===== src/rtl/lc3b_types.sv =====
// ---------------------------------------------------------------------------
// lc3b_types : shared word/line types and helpers for the LC-3b cache levels.
// Revision   : 1.0
// ---------------------------------------------------------------------------
`default_nettype none

package lc3b_types;

  typedef logic [15:0]  lc3b_word;
  typedef logic [255:0] lc3b_line;

  localparam lc3b_word c_CNT_MAX = 16'hFFFF;

  // Statistics counters stick at all-ones instead of wrapping.
  function automatic lc3b_word sat_inc(input lc3b_word val);
    return (val == c_CNT_MAX) ? val : val + 16'd1;
  endfunction

endpackage

`default_nettype wire


===== src/rtl/l2_vc_requester.sv =====
// ---------------------------------------------------------------------------
// l2_vc_requester : services an L2 miss from the victim cache or main memory,
//                   then writes the L2 victim into the victim cache.
// Revision        : 1.0
// ---------------------------------------------------------------------------
`default_nettype none

module l2_vc_requester
  import lc3b_types::*;
(
  input  logic     clk,
  input  logic     rst,
  input  logic     l2_req,
  input  lc3b_word l2_addr,
  input  logic     victim_valid,
  input  lc3b_word victim_addr,
  input  lc3b_line victim_data,
  input  logic     victim_dirty,
  output logic     fill_valid,
  output lc3b_line fill_data,
  output logic     fill_dirty,
  output logic     busy,
  output logic     vc_read,
  output logic     vc_write,
  output lc3b_word vc_addr,
  output lc3b_line vc_wdata,
  output logic     vc_wdirty,
  input  logic     vc_resp,
  input  logic     vc_hit,
  input  lc3b_line vc_rdata,
  input  logic     vc_rdirty,
  output logic     pmem_read,
  output lc3b_word pmem_address,
  input  logic     pmem_resp,
  input  lc3b_line pmem_rdata,
  output lc3b_word hit_count,
  output lc3b_word miss_count
);

  typedef enum logic [2:0] {
    S_IDLE      = 3'd0,
    S_VC_READ   = 3'd1,
    S_PMEM_READ = 3'd2,
    S_VC_WRITE  = 3'd3,
    S_DONE      = 3'd4
  } state_e;

  state_e   state_q, state_d;
  lc3b_word addr_q, addr_d;
  logic     vvalid_q, vvalid_d;
  lc3b_word vaddr_q, vaddr_d;
  lc3b_line vdata_q, vdata_d;
  logic     vdirty_q, vdirty_d;
  lc3b_line fdata_q, fdata_d;
  logic     fdirty_q, fdirty_d;
  lc3b_word hit_q, hit_d;
  lc3b_word miss_q, miss_d;

  always_comb begin
    state_d  = state_q;
    addr_d   = addr_q;
    vvalid_d = vvalid_q;
    vaddr_d  = vaddr_q;
    vdata_d  = vdata_q;
    vdirty_d = vdirty_q;
    fdata_d  = fdata_q;
    fdirty_d = fdirty_q;
    hit_d    = hit_q;
    miss_d   = miss_q;
    case (state_q)
      S_IDLE: begin
        if (l2_req) begin
          addr_d   = l2_addr;
          vvalid_d = victim_valid;
          vaddr_d  = victim_addr;
          vdata_d  = victim_data;
          vdirty_d = victim_dirty;
          state_d  = S_VC_READ;
        end
      end
      S_VC_READ: begin
        if (vc_resp) begin
          if (vc_hit) begin
            fdata_d  = vc_rdata;
            fdirty_d = vc_rdirty;
            hit_d    = sat_inc(hit_q);
            state_d  = vvalid_q ? S_VC_WRITE : S_DONE;
          end else begin
            miss_d  = sat_inc(miss_q);
            state_d = S_PMEM_READ;
          end
        end
      end
      S_PMEM_READ: begin
        if (pmem_resp) begin
          fdata_d  = pmem_rdata;
          fdirty_d = 1'b0;
          state_d  = vvalid_q ? S_VC_WRITE : S_DONE;
        end
      end
      S_VC_WRITE: begin
        if (vc_resp) state_d = S_DONE;
      end
      S_DONE:  state_d = S_IDLE;
      default: state_d = S_IDLE;
    endcase
  end

  always_ff @(posedge clk) begin
    if (rst) begin
      state_q  <= S_IDLE;
      addr_q   <= '0;
      vvalid_q <= 1'b0;
      vaddr_q  <= '0;
      vdata_q  <= '0;
      vdirty_q <= 1'b0;
      fdata_q  <= '0;
      fdirty_q <= 1'b0;
      hit_q    <= '0;
      miss_q   <= '0;
    end else begin
      state_q  <= state_d;
      addr_q   <= addr_d;
      vvalid_q <= vvalid_d;
      vaddr_q  <= vaddr_d;
      vdata_q  <= vdata_d;
      vdirty_q <= vdirty_d;
      fdata_q  <= fdata_d;
      fdirty_q <= fdirty_d;
      hit_q    <= hit_d;
      miss_q   <= miss_d;
    end
  end

  // Outputs decode only from state and latched fields, never from l2_* inputs.
  assign busy         = (state_q != S_IDLE);
  assign fill_valid   = (state_q == S_DONE);
  assign fill_data    = fdata_q;
  assign fill_dirty   = fdirty_q;
  assign vc_read      = (state_q == S_VC_READ);
  assign vc_write     = (state_q == S_VC_WRITE);
  assign vc_addr      = (state_q == S_VC_WRITE) ? vaddr_q : addr_q;
  assign vc_wdata     = vdata_q;
  assign vc_wdirty    = vdirty_q;
  assign pmem_read    = (state_q == S_PMEM_READ);
  assign pmem_address = addr_q;
  assign hit_count    = hit_q;
  assign miss_count   = miss_q;

endmodule

`default_nettype wire


===== config.mk =====
export PLATFORM = sky130hd
export DESIGN_NAME = l2_vc_requester
export DESIGN_NICKNAME = d
export VERILOG_FILES = /design/src/rtl/lc3b_types.sv /design/src/rtl/l2_vc_requester.sv
export SDC_FILE = /design/constraint.sdc
export NUM_CORES = 1
export LEC_CHECK = 0
export BUFFER_PORTS_ARGS = -buffer_cell sky130_fd_sc_hd__buf_2
export CORE_AREA = 2 2 548 550
export DETAILED_ROUTE_END_ITERATION = 8
export DIE_AREA = 0 0 550 552
export SYNTH_ARGS = -nofsm -noshare
export SYNTH_HDL_FRONTEND = slang
export SYNTH_SLANG_ARGS = --single-unit

===== constraint.sdc =====
create_clock -name clk -period 2.6 [get_ports clk]
set_input_delay 0.13 -clock clk [delete_from_list [all_inputs] [get_ports clk]]
set_output_delay 0.13 -clock clk [all_outputs]
set_load 0.05 [all_outputs]

==> insert_results.sql, run 1 <==
INSERT INTO impl_metrics (metric_group, metric, value, unit) VALUES
('run_status', 'run_status', 'complete, no violations', ''),
('worst_hold_path', 'hp-class', 'primary input to flip-flop', ''),
('finish', 'post_route_cells_drive_above_1_share', '0.321', ''),
('floorplanning', 'std_cell_rows', '201', ''),
('synthesis', 'cell_count_after_synthesis', '2979', ''),
('clocking', 'clkLatencyLatePin', '0.77', 'ns'),
('clocking', 'ctsHtreeMaxLevel', '3', ''),
('sta', 'fmax', '399', 'MHz'),
('global_route', 'grt_pass1_wl', '262000', 'um'),
('worst_setup_path', 'reg2reg_depth', '8', ''),
('worst_hold_path', 'hold-path-endpoint', 'vc_wdata[106]', ''),
('placement', 'hpwlAfterDp', '167000', 'um'),
('floorplanning', 'io-pin-count', '1392', ''),
('global_route', 'first_global_vias', '30600', ''),
('floorplanning', 'die_area', '0.304', 'mm^2'),
('worst_setup_path', 'worstSetupPathDepth', '8', ''),
('global_route', 'grt_max_degree', '101', ''),
('floorplanning', 'die_height', '552', 'um'),
('sta', 'final_period_minus_worst_setup_slack', '2.51', 'ns'),
('worst_hold_path', 'min_path_cells', '4', ''),
('finish', 'nets', '5943', ''),
('global_route', 'grtUsageMet3', '0.0581', ''),
('placement', 'port_buffers', '1391', ''),
('global_route', 'grt_overflow_total', '0', ''),
('clocking', 'tritoncts.num_buffers', '77', ''),
('synthesis', 'synth.net_count', '3790', ''),
('global_route', 'grt.met2_usage', '0.239', ''),
('synthesis', 'count_of_flip_flops_with_a_built_in_enable_after_synthesis', '0', ''),
('worst_hold_path', 'hold_path.startpoint', 'victim_data[106]', ''),
('worst_setup_path', 'worst_path_dominant_cell_family', 'buffers and inverters', ''),
('power', 'peakVddDrop', '0.000389', 'V'),
('power', 'power', '28.3', 'mW'),
('clocking', 'clock-sinks', '582', ''),
('worst_setup_path', 'cp_data_required_time', '3.28', 'ns'),
('sta', 'final_hold_viol_count', '0', ''),
('global_route', 'use_met1', '0.112', ''),
('worst_setup_path', 'category_of_the_worst_setup_path_capture_point', 'flip-flop', ''),
('worst_setup_path', 'reg2reg_setup_slack', '0.09', 'ns'),
('route', 'detail_route.drc_violations', '0', ''),
('worst_setup_path', 'cp.buffers_inverters', '5', ''),
('clocking', 'cts.root.buffer_cell', 'sky130_fd_sc_hd__clkbuf_16', ''),
('finish', 'area_growth_syn_to_layout', '102', '%'),
('flow_run', 'maxCapViolCount', '0', ''),
('sta', 'final.period_utilization', '0.964', ''),
('worst_setup_path', 'crit_path_cell_trace', 'buf_6, nand3b_1, buf_12, buf_16, clkbuf_16, nand2_1, a311oi_1, dlygate4sd3_1', ''),
('clocking', 'cts.reportedPaths.clkPinSlew', '0.07', 'ns'),
('synthesis', 'post_synthesis_area_per_instance', '7.67', 'um^2'),
('route', 'avgViaCountPerCell', '3.41', ''),
('placement', 'placed_cell_area', '0.0350', 'mm^2'),
('route', 'wl_per_cell', '22.2', 'um'),
('sta', 'report.final.setup_viol', '0', ''),
('sta', 'worst_slew_margin_rel', '0.430', ''),
('sta', 'finalClockSkew', '0.0726', 'ns'),
('floorplanning', 'core-area', '0.298', 'mm^2'),
('power', 'p_comb_frac', '0.269', ''),
('sta', 'setup_repair_after_global_routing_missed_its_margin', 'true', ''),
('global_route', 'gr-usage-all-layers', '0.127', ''),
('synthesis', 'synth-warning-count', '0', ''),
('worst_setup_path', 'critical_path_top_delay_cell', 'sky130_fd_sc_hd__dlygate4sd3_1', ''),
('floorplanning', 'initial_utilization', '0.0767', ''),
('worst_setup_path', 'reg2reg_from', 'state_q[2]', ''),
('placement', 'gp_congestion', '0.947', ''),
('worst_setup_path', 'criticalPathCategory', 'flip-flop to flip-flop', ''),
('finish', 'layout.cell_area.non_filler', '0.0462', 'mm^2'),
('power', 'leakagePower', '19.9', 'nW'),
('power', 'power.density', '612', 'mW/mm^2'),
('worst_setup_path', 'setup.worst_path.start', 'state_q[2]', ''),
('route', 'vias', '31600', ''),
('clocking', 'clockBufferDepth', '4', ''),
('global_route', 'global_route.peak_usage_layer', 'met2', ''),
('route', 'drt_first_pass_iters', '6', '');
-- sequential cells by signal, summed over array words and instances, names as in the netlist --
name,flops
vvalid_q,1
state_q,3
vc_wdirty,1
pmem_address,16
miss_count,16
vaddr_q,16
fill_data,256
hit_count,16
vc_wdata,256
fill_dirty,1
-- cells by family (layout without fill, tap and decap cells) --
family,after synthesis,after routing,share of synthesized area
and+or+nand+nor,1524,1524,0.262
AOI/OAI and AO/OA,590,590,0.174
DFF,582,582,0.510
buffers and inverters,262,2467,0.0448
muxes,19,19,0.00919
adders and majority gates,2,2,0.00109
other,0,106,0
-- layer usage --
| metal | part of all wire | vias to the layer above |
|---|---|---|
| li1 | - | 14500 |
| met1 | 0.31 | 14700 |
| met2 | 0.52 | 1766 |
| met3 | 0.11 | 573 |
| met4 | 0.060 | 66 |
| met5 | 0.0022 | - |
-- cell usage in the layout (no fill, tap or decap), drive strengths merged, types with 13 or more instances in the layout --
cell         netlist  routed
dfxtp            582     582
nor2b             15      15
nand2           1154    1154
clkbuf           215     112
or4               13      13
a311oi           256     256
nand3             17      17
diode              0     106
mux2              16      16
inv                7      13
buf               38    1513
nor2             276     276
a21oi            312     312
dlygate4sd3        0     810
-- cell type report --
| class | instances | area (um^2) |
|---|---|---|
| fillers | 33900 | 252000 |
| repair buffers | 2327 | 16600 |
| flip-flops and latches | 582 | 11700 |
| multi-input cells | 2135 | 10200 |
| well taps | 3958 | 4950 |
| clock buffers | 108 | 2200 |
| diodes | 106 | 265 |
| clock inverters | 23 | 263 |
| inverters | 9 | 52.6 |
-- synthesized netlist by cell type, drive strengths merged, types with 3 or more instances --
| master | number | area, um^2 |
|---|---|---|
| nand3b | 5 | 37.5 |
| nand2 | 1154 | 4330 |
| nand4 | 9 | 56.3 |
| nand3 | 17 | 85.1 |
| mux2 | 16 | 180 |
| nor2b | 15 | 93.8 |
| nor3 | 3 | 15.0 |
| a211oi | 4 | 30.0 |
| a21oi | 312 | 1560 |
| or4 | 13 | 97.6 |
| a311oi | 256 | 2240 |
| clkbuf | 215 | 807 |
| dfxtp | 582 | 11700 |
| nor2 | 276 | 1040 |
| inv | 7 | 26.3 |
| mux2i | 3 | 30.0 |
| buf | 38 | 183 |
| nor4 | 12 | 81.3 |
| and3 | 6 | 37.5 |
| o31ai | 12 | 90.1 |
-- worst max-delay path by stage --
stage / endpoint
after global placement: vc_wdata[33]
after global routing: fill_data[15]
final: fill_data[161]
after CTS: vc_addr[5]
after floorplan: hit_count[7]
after detailed placement: vc_wdata[171]
-- timing repair --
action                                  in CTS  in global routing
pin swaps                                    0                  1
hold endpoints to repair                   577                  0
cloned                                       1                  4
buffers inserted                             0                  5
hold buffers                               810                  0
gates resized for setup                      8                 32
endpoints found under the setup margin      18                153
-- power groups by stage --
| stage | combinational (mW) | clock (mW) | sequential, mW |
|---|---|---|---|
| after detailed placement | 6.33 | 0 | 10.1 |
| final | 7.60 | 10.7 | 9.93 |
| after CTS | 7.53 | 11.0 | 9.92 |
| after floorplan | 1.66 | 0 | 12.1 |
| after global placement | 6.32 | 0 | 10.1 |
| after global routing | 8.05 | 11.3 | 10.0 |
-- worst reg2reg max path, cell delays in order (launching register included) --
cell	delay, ns
sky130_fd_sc_hd__dfxtp_1	0.36
sky130_fd_sc_hd__buf_6	0.15
sky130_fd_sc_hd__nand3b_1	0.17
sky130_fd_sc_hd__buf_12	0.17
sky130_fd_sc_hd__buf_16	0.23
sky130_fd_sc_hd__clkbuf_16	0.41
sky130_fd_sc_hd__nand2_1	0.08
sky130_fd_sc_hd__a311oi_1	0.27
sky130_fd_sc_hd__dlygate4sd3_1	0.59
-- through the flow --
stage          std cells  setup TNS, ns
6_report            9248              0
5_1_grt             9221       -0.00810
3_5_place_dp        8191              0
2_1_floorplan       2979              0
3_3_place_gp        8191              0
4_1_cts             9133              0
Power figures use the tool's default switching activity.
==> run 2, diff against run 1 <==
CORE_AREA = 2 2 547 549   (was 2 2 548 550)
DIE_AREA = 0 0 549 551   (was 0 0 550 552)
==> run 2 against run 1 <==
The run now ends with negative setup slack left; non-clock buffer count increased by 24; routed wire length is 1.8% lower; critical endpoint is now fill_data[153]; sequential cell count unchanged; critical path type unchanged; highest routed layer unchanged; global-route usage shrank 0.35 points; clock skew shrank 0.033 ns; hold slack improved by 0.035 ns; fmax shrank 4.2%; clock power is 4% higher; sequential power is 0.4% lower; utilization is 0.31 points higher; final cell count increased by 0.87%; sequential share of layout area decreased by 0.32 points.
==> insert_results.sql, run 2 (synthesis gave the netlist of run 1 again) <==
INSERT INTO impl_metrics (metric_group, metric, value, unit) VALUES
('run_status', 'run_status', 'finished with violations', ''),
('run_status', 'failed_checks', 'negative setup slack', ''),
('sta', 'fmax', '382', 'MHz'),
('route', 'remaining_antenna_violation_count', '0', ''),
('clocking', 'tritoncts.num_buffers', '77', ''),
('route', 'first_iter_violations', '2720', ''),
('finish', 'commonest_non_fill_non_tap_cell_in_the_layout', 'sky130_fd_sc_hd__buf_2', ''),
('global_route', 'grt_overflow_total', '0', ''),
('placement', 'hpwlAfterDp', '161000', 'um'),
('clocking', 'ctsHtreeMaxLevel', '3', ''),
('global_route', 'grt.met2_usage', '0.218', ''),
('route', 'wl_per_cell', '21.7', 'um'),
('global_route', 'gr-usage-all-layers', '0.123', ''),
('worst_setup_path', 'cp_data_required_time', '3.29', 'ns'),
('floorplanning', 'die_area', '0.302', 'mm^2'),
('power', 'netSwitchingFraction', '0.346', ''),
('sta', 'worst_slew_pin_slew', '0.752', 'ns'),
('global_route', 'use_met1', '0.117', ''),
('finish', 'layout_common_cells', '1389 x sky130_fd_sc_hd__buf_2, 1153 x sky130_fd_sc_hd__nand2_1, 846 x sky130_fd_sc_hd__dlygate4sd3_1', ''),
('finish', 'nets', '5967', ''),
('power', 'peakVddDrop', '0.000460', 'V'),
('sta', 'report.final.setup_viol', '1', ''),
('worst_setup_path', 'critical_path_top_delay_cell', 'sky130_fd_sc_hd__dlygate4sd3_1', ''),
('global_route', 'grt_pass1_wl', '254000', 'um'),
('clocking', 'clock-sinks', '582', ''),
('sta', 'timing.final.ws_setup', '-0.0183', 'ns'),
('flow_run', 'maxCapViolCount', '0', ''),
('power', 'power.density', '610', 'mW/mm^2'),
('floorplanning', 'floorplan.die.width', '549', 'um'),
('sta', 'final_hold_viol_count', '0', ''),
('worst_hold_path', 'hp-class', 'primary input to flip-flop', ''),
('worst_setup_path', 'critical_path_arrival', '3.31', 'ns'),
('worst_setup_path', 'reg2reg_setup_slack', '-0.02', 'ns'),
('finish', 'post_route_cells_drive_above_1_share', '0.318', ''),
('power', 'switching_power', '9.87', 'mW'),
('sta', 'slew_viol_final', '0', ''),
('global_route', 'first_global_vias', '30300', ''),
('placement', 'placed_cell_area', '0.0349', 'mm^2'),
('route', 'finalWirelength', '202000', 'um'),
('power', 'clock_power_share', '0.389', ''),
('sta', 'final_period_minus_worst_setup_slack', '2.62', 'ns'),
('worst_setup_path', 'timing.critical_path.slowest_cell_delay', '0.63', 'ns'),
('sta', 'totalNegativeSetupSlack', '-0.0183', 'ns'),
('route', 'drt_first_pass_iters', '8', ''),
('worst_setup_path', 'reg2reg_depth', '7', ''),
('placement', 'port_buffers', '1391', ''),
('power', 'power.sequential.fraction', '0.347', ''),
('worst_setup_path', 'critical_path.max_fanout', '42', ''),
('clocking', 'clockBufferDepth', '4', ''),
('sta', 'setup_repair_after_global_routing_missed_its_margin', 'true', ''),
('route', 'avgViaCountPerCell', '3.46', ''),
('sta', 'final.period_utilization', '1.01', ''),
('power', 'p_comb_frac', '0.264', ''),
('power', 'intPower', '18.7', 'mW'),
('global_route', 'grtUsageMet3', '0.0483', ''),
('floorplanning', 'std_cell_rows', '200', ''),
('global_route', 'global_route.peak_usage_layer', 'met2', ''),
('worst_hold_path', 'min_path_cells', '4', ''),
('clocking', 'clkLatencyLatePin', '0.76', 'ns'),
('sta', 'finalClockSkew', '0.0400', 'ns'),
('route', 'detail_route.drc_violations', '0', ''),
('worst_setup_path', 'crit_path_cell_trace', 'nand4b_1, a21oi_4, buf_12, buf_16, nor2_1, a311oi_1, dlygate4sd3_1', ''),
('route', 'vias', '32200', ''),
('floorplanning', 'die_height', '551', 'um'),
('finish', 'area_growth_syn_to_layout', '105', '%'),
('placement', 'gp_congestion', '1.01', ''),
('floorplanning', 'initial_utilization', '0.0772', ''),
('clocking', 'cts.reportedPaths.clkPinSlew', '0.06', 'ns'),
('worst_setup_path', 'criticalPathCategory', 'flip-flop to flip-flop', ''),
('clocking', 'cts.root.buffer_cell', 'sky130_fd_sc_hd__clkbuf_16', ''),
('floorplanning', 'core-area', '0.296', 'mm^2'),
('sta', 'worst_slew_margin_rel', '0.494', ''),
('worst_setup_path', 'timing.critical_path.from_type', 'flip-flop', ''),
('worst_setup_path', 'category_of_the_worst_setup_path_capture_point', 'flip-flop', ''),
('clocking', 'tritoncts', 'built', ''),
('global_route', 'grt_max_degree', '95', ''),
('power', 'leakagePower', '20.3', 'nW'),
('finish', 'layout.cell_area.non_filler', '0.0468', 'mm^2'),
('floorplanning', 'io-pin-count', '1392', ''),
('global_route', 'antenna_found_initial', '215', '');
## run 2: final timing paths
check | from | end
worst min register to register | vc_wdata[78] | vc_wdata[78]
worst max-delay path | state_q[1] | fill_data[153]
worst min-delay path | victim_data[126] | vc_wdata[126]
worst max register to register | state_q[1] | fill_data[153]
## run 2: power by group through the flow
stage | Clock [mW] | Sequential, mW | Combinational, mW
after floorplan | 0 | 12.1 | 1.66
after global placement | 0 | 10.0 | 6.17
after detailed placement | 0 | 10.1 | 6.17
after CTS | 11.5 | 9.88 | 7.39
after global routing | 11.7 | 9.96 | 7.94
final | 11.1 | 9.89 | 7.54
## run 2: what timing repair did
item	4_1_cts	5_1_grt
pin swaps	1	2
hold buffers	846	0
setup buffers	0	2
endpoints found under the setup margin	18	195
gates cloned	1	8
hold endpoints to repair	573	0
resized for setup	15	20
## run 2: routing by layer
metal | share of wire | wire length [um] | vias up
met1 | 0.33 | 65700 | 14800
met3 | 0.10 | 20800 | 678
li1 | - | - | 14600
met5 | 0.0028 | 566 | -
met2 | 0.49 | 98400 | 2040
met4 | 0.082 | 16600 | 82
## run 2: layout make-up
| class | count | area (um^2) |
|---|---|---|
| Antenna cell | 186 | 465 |
| Clock buffer | 97 | 2140 |
| Clock inverter | 29 | 415 |
| Fill cell | 33500 | 249000 |
| Inverter | 9 | 63.8 |
| Multi-Input combinational cell | 2135 | 10200 |
| Sequential cell | 582 | 11700 |
| Tap cell | 3939 | 4930 |
| Timing Repair Buffer | 2351 | 16900 |
## run 2: critical path, delay by kind of cell, from the launching register on
| kind | cells | cell delay [ns] |
|---|---|---|
| buffers and inverters | 3 | 1.12 |
| and+or+nand+nor | 2 | 0.31 |
| DFF | 1 | 0.38 |
| AOI/OAI and AO/OA | 2 | 0.62 |
## run 2: stage by stage
| stage | hold WS, ns | setup slack [ns] | instances | util | power (mW) |
|---|---|---|---|---|---|
| after floorplan | 0.266 | 0.226 | 2979 | - | 13.8 |
| after global placement | 0.374 | 0.263 | 8159 | 0.118 | 16.2 |
| after detailed placement | 0.376 | 0.249 | 8159 | 0.118 | 16.2 |
| after CTS | 0.0606 | -0.00494 | 9132 | 0.155 | 28.7 |
| after global routing | 0.112 | -0.0663 | 9312 | 0.158 | 29.6 |
| final | 0.143 | -0.0183 | 9328 | 0.158 | 28.5 |
==> run 3, diff against run 2 <==
CORE_AREA = 2 2 535 537   (was 2 2 547 549)
DIE_AREA = 0 0 537 539   (was 0 0 549 551)
==> run 3 against run 2 <==
The run now ends clean; via count shrank 2.4%; clock skew grew 0.0076 ns; fmax grew 2.6%; sequential cell count is the same; utilization grew 0.38 points.
==> insert_results.sql, run 3 (synthesis gave the netlist of run 1 again) <==
INSERT INTO impl_metrics (metric_group, metric, value, unit) VALUES
('clocking', 'clock-sinks', '582', ''),
('worst_hold_path', 'hold-path-endpoint', 'fill_data[19]', ''),
('route', 'remaining_antenna_violation_count', '0', ''),
('worst_hold_path', 'hold_path.startpoint', 'vc_rdata[19]', ''),
('power', 'leakagePower', '19.8', 'nW'),
('sta', 'worst_slew_pin_slew', '0.677', 'ns'),
('sta', 'slew_viol_final', '0', ''),
('worst_setup_path', 'category_of_the_worst_setup_path_capture_point', 'flip-flop', ''),
('clocking', 'ctsHtreeMaxLevel', '3', ''),
('floorplanning', 'die_height', '539', 'um'),
('clocking', 'clkLatencyLatePin', '0.80', 'ns'),
('route', 'detail_route.drc_violations', '0', ''),
('finish', 'commonest_non_fill_non_tap_cell_in_the_layout', 'sky130_fd_sc_hd__buf_2', ''),
('worst_setup_path', 'path_common_cell', 'sky130_fd_sc_hd__buf_12', ''),
('floorplanning', 'die_area', '0.289', 'mm^2'),
('clocking', 'clockBufferDepth', '4', ''),
('floorplanning', 'io-pin-count', '1392', ''),
('floorplanning', 'core-area', '0.284', 'mm^2'),
('clocking', 'tritoncts.num_buffers', '78', ''),
('worst_setup_path', 'crit_path_cell_trace', 'inv_2, nand3b_1, buf_12, inv_8, buf_12, buf_16, nand2_1, a311oi_1, dlygate4sd3_1', ''),
('global_route', 'gr-usage-all-layers', '0.126', ''),
('worst_setup_path', 'reg2reg_from', 'state_q[0]', ''),
('clocking', 'tritoncts', 'built', ''),
('finish', 'layout_common_cells', '1389 x sky130_fd_sc_hd__buf_2, 1151 x sky130_fd_sc_hd__nand2_1, 812 x sky130_fd_sc_hd__dlygate4sd3_1', ''),
('placement', 'placedCellCount', '8003', ''),
('finish', 'area_growth_syn_to_layout', '101', '%'),
('worst_setup_path', 'timing.critical_path.from_type', 'flip-flop', ''),
('clocking', 'cts.reportedPaths.clkPinSlew', '0.06', 'ns'),
('flow_run', 'maxCapViolCount', '0', ''),
('worst_setup_path', 'critical_path_top_delay_cell', 'sky130_fd_sc_hd__dlygate4sd3_1', ''),
('sta', 'worst_slew_margin_rel', '0.548', ''),
('floorplanning', 'initial_utilization', '0.0805', ''),
('worst_setup_path', 'reg2reg_depth', '9', ''),
('floorplanning', 'floorplan.die.width', '537', 'um'),
('floorplanning', 'std_cell_rows', '196', ''),
('sta', 'fmax', '392', 'MHz'),
('placement', 'gp_congestion', '0.956', ''),
('global_route', 'first_global_vias', '30400', ''),
('worst_setup_path', 'r2r_path_end', 'fill_data[117]', ''),
('worst_setup_path', 'timing.critical_path.slowest_cell_delay', '0.60', 'ns'),
('global_route', 'antenna_found_initial', '156', ''),
('worst_setup_path', 'critical_path.max_fanout', '34', ''),
('worst_setup_path', 'cp_data_required_time', '3.27', 'ns'),
('route', 'avgViaCountPerCell', '3.47', ''),
('finish', 'post_route_cells_drive_above_1_share', '0.321', ''),
('placement', 'hpwlAfterDp', '158000', 'um'),
('clocking', 'cts.root.buffer_cell', 'sky130_fd_sc_hd__clkbuf_16', ''),
('global_route', 'grt_overflow_total', '0', ''),
('global_route', 'grt_max_degree', '88', ''),
('power', 'peakVddDrop', '0.000433', 'V'),
('worst_setup_path', 'criticalPathCategory', 'flip-flop to flip-flop', ''),
('sta', 'hold-worst-slack', '0.00309', 'ns'),
('sta', 'final.period_utilization', '0.981', ''),
('finish', 'final_cells', '9079', ''),
('sta', 'report.final.setup_viol', '0', ''),
('finish', 'layout.cell_area.non_filler', '0.0459', 'mm^2'),
('run_status', 'run_status', 'complete, no violations', ''),
('route', 'finalWirelength', '194000', 'um'),
('placement', 'port_buffers', '1391', ''),
('placement', 'placed_cell_area', '0.0348', 'mm^2'),
('power', 'power.density', '620', 'mW/mm^2'),
('worst_hold_path', 'min_path_cells', '3', ''),
('route', 'vias', '31500', ''),
('sta', 'final_period_minus_worst_setup_slack', '2.55', 'ns'),
('finish', 'nets', '5946', ''),
('worst_hold_path', 'hp-class', 'primary input to flip-flop', ''),
('global_route', 'grt_pass1_wl', '252000', 'um'),
('power', 'power', '28.5', 'mW'),
('sta', 'finalClockSkew', '0.0476', 'ns'),
('sta', 'final_hold_viol_count', '0', ''),
('route', 'drt_first_pass_iters', '7', ''),
('worst_setup_path', 'reg2reg_setup_slack', '0.05', 'ns'),
('worst_setup_path', 'critical_path_arrival', '3.22', 'ns'),
('route', 'first_iter_violations', '2467', ''),
('route', 'wl_per_cell', '21.4', 'um'),
('finish', 'layout.filler_cells', '32100', '');
## run 3: report_power, final
group / switching (mW) / leakage [nW] / total, mW / internal (mW)
combinational: 4.97 / 13.7 / 7.43 / 2.45
sequential: 0.358 / 4.76 / 9.91 / 9.55
clock: 4.50 / 1.27 / 11.1 / 6.64
## run 3: cell type report
type / instances / area [um^2] / share of cell area
clock inverters: 25 / 320 / 0.00697
clock buffers: 111 / 2260 / 0.0491
well taps: 3762 / 4710 / 0.102
diodes: 126 / 315 / 0.00686
repair buffers: 2329 / 16400 / 0.357
flip-flops and latches: 582 / 11700 / 0.254
inverters: 9 / 42.5 / 0.000926
multi-input cells: 2135 / 10200 / 0.222
## run 3: how the worst max path moves through the flow
stage / from / depth (start not counted) / to
after floorplan: hit_count[1] / 6 / hit_count[7]
after global placement: state_q[2] / 5 / vc_wdata[174]
after detailed placement: state_q[2] / 5 / vc_wdata[179]
after CTS: state_q[0] / 7 / fill_data[254]
after global routing: state_q[0] / 9 / fill_data[117]
final: state_q[0] / 9 / fill_data[117]
## run 3: metal layers
metal | global-route usage | vias to the layer above | part of all wire
met5 | 0 | - | 0.0012
met4 | 0.0813 | 34 | 0.069
met3 | 0.0407 | 493 | 0.089
met2 | 0.226 | 1753 | 0.50
met1 | 0.124 | 14700 | 0.34
li1 | - | 14500 | -
## run 3: stage by stage
step | util | setup TNS, ns | setup slack [ns]
6_report | 0.162 | 0 | 0.0485
5_1_grt | 0.161 | -0.0391 | -0.0391
4_1_cts | 0.160 | 0 | 0.0192
3_5_place_dp | 0.123 | 0 | 0.308
3_3_place_gp | 0.123 | 0 | 0.410
2_1_floorplan | - | 0 | 0.226
## run 3: worst max-delay path, delay by kind of cell (launching register included)
kind            cells  cell delay (ns)
simple gates        2             0.21
compound gates      1             0.34
flops               1             0.37
buf+inv             6             1.38
## run 3: what timing repair did
action,CTS,global route
gates resized for setup,3,14
buffers inserted,0,1
endpoints found under the setup margin,17,95
hold buffers,812,0
pin swaps,0,1
gates cloned,0,2
endpoints found under the hold margin,573,0
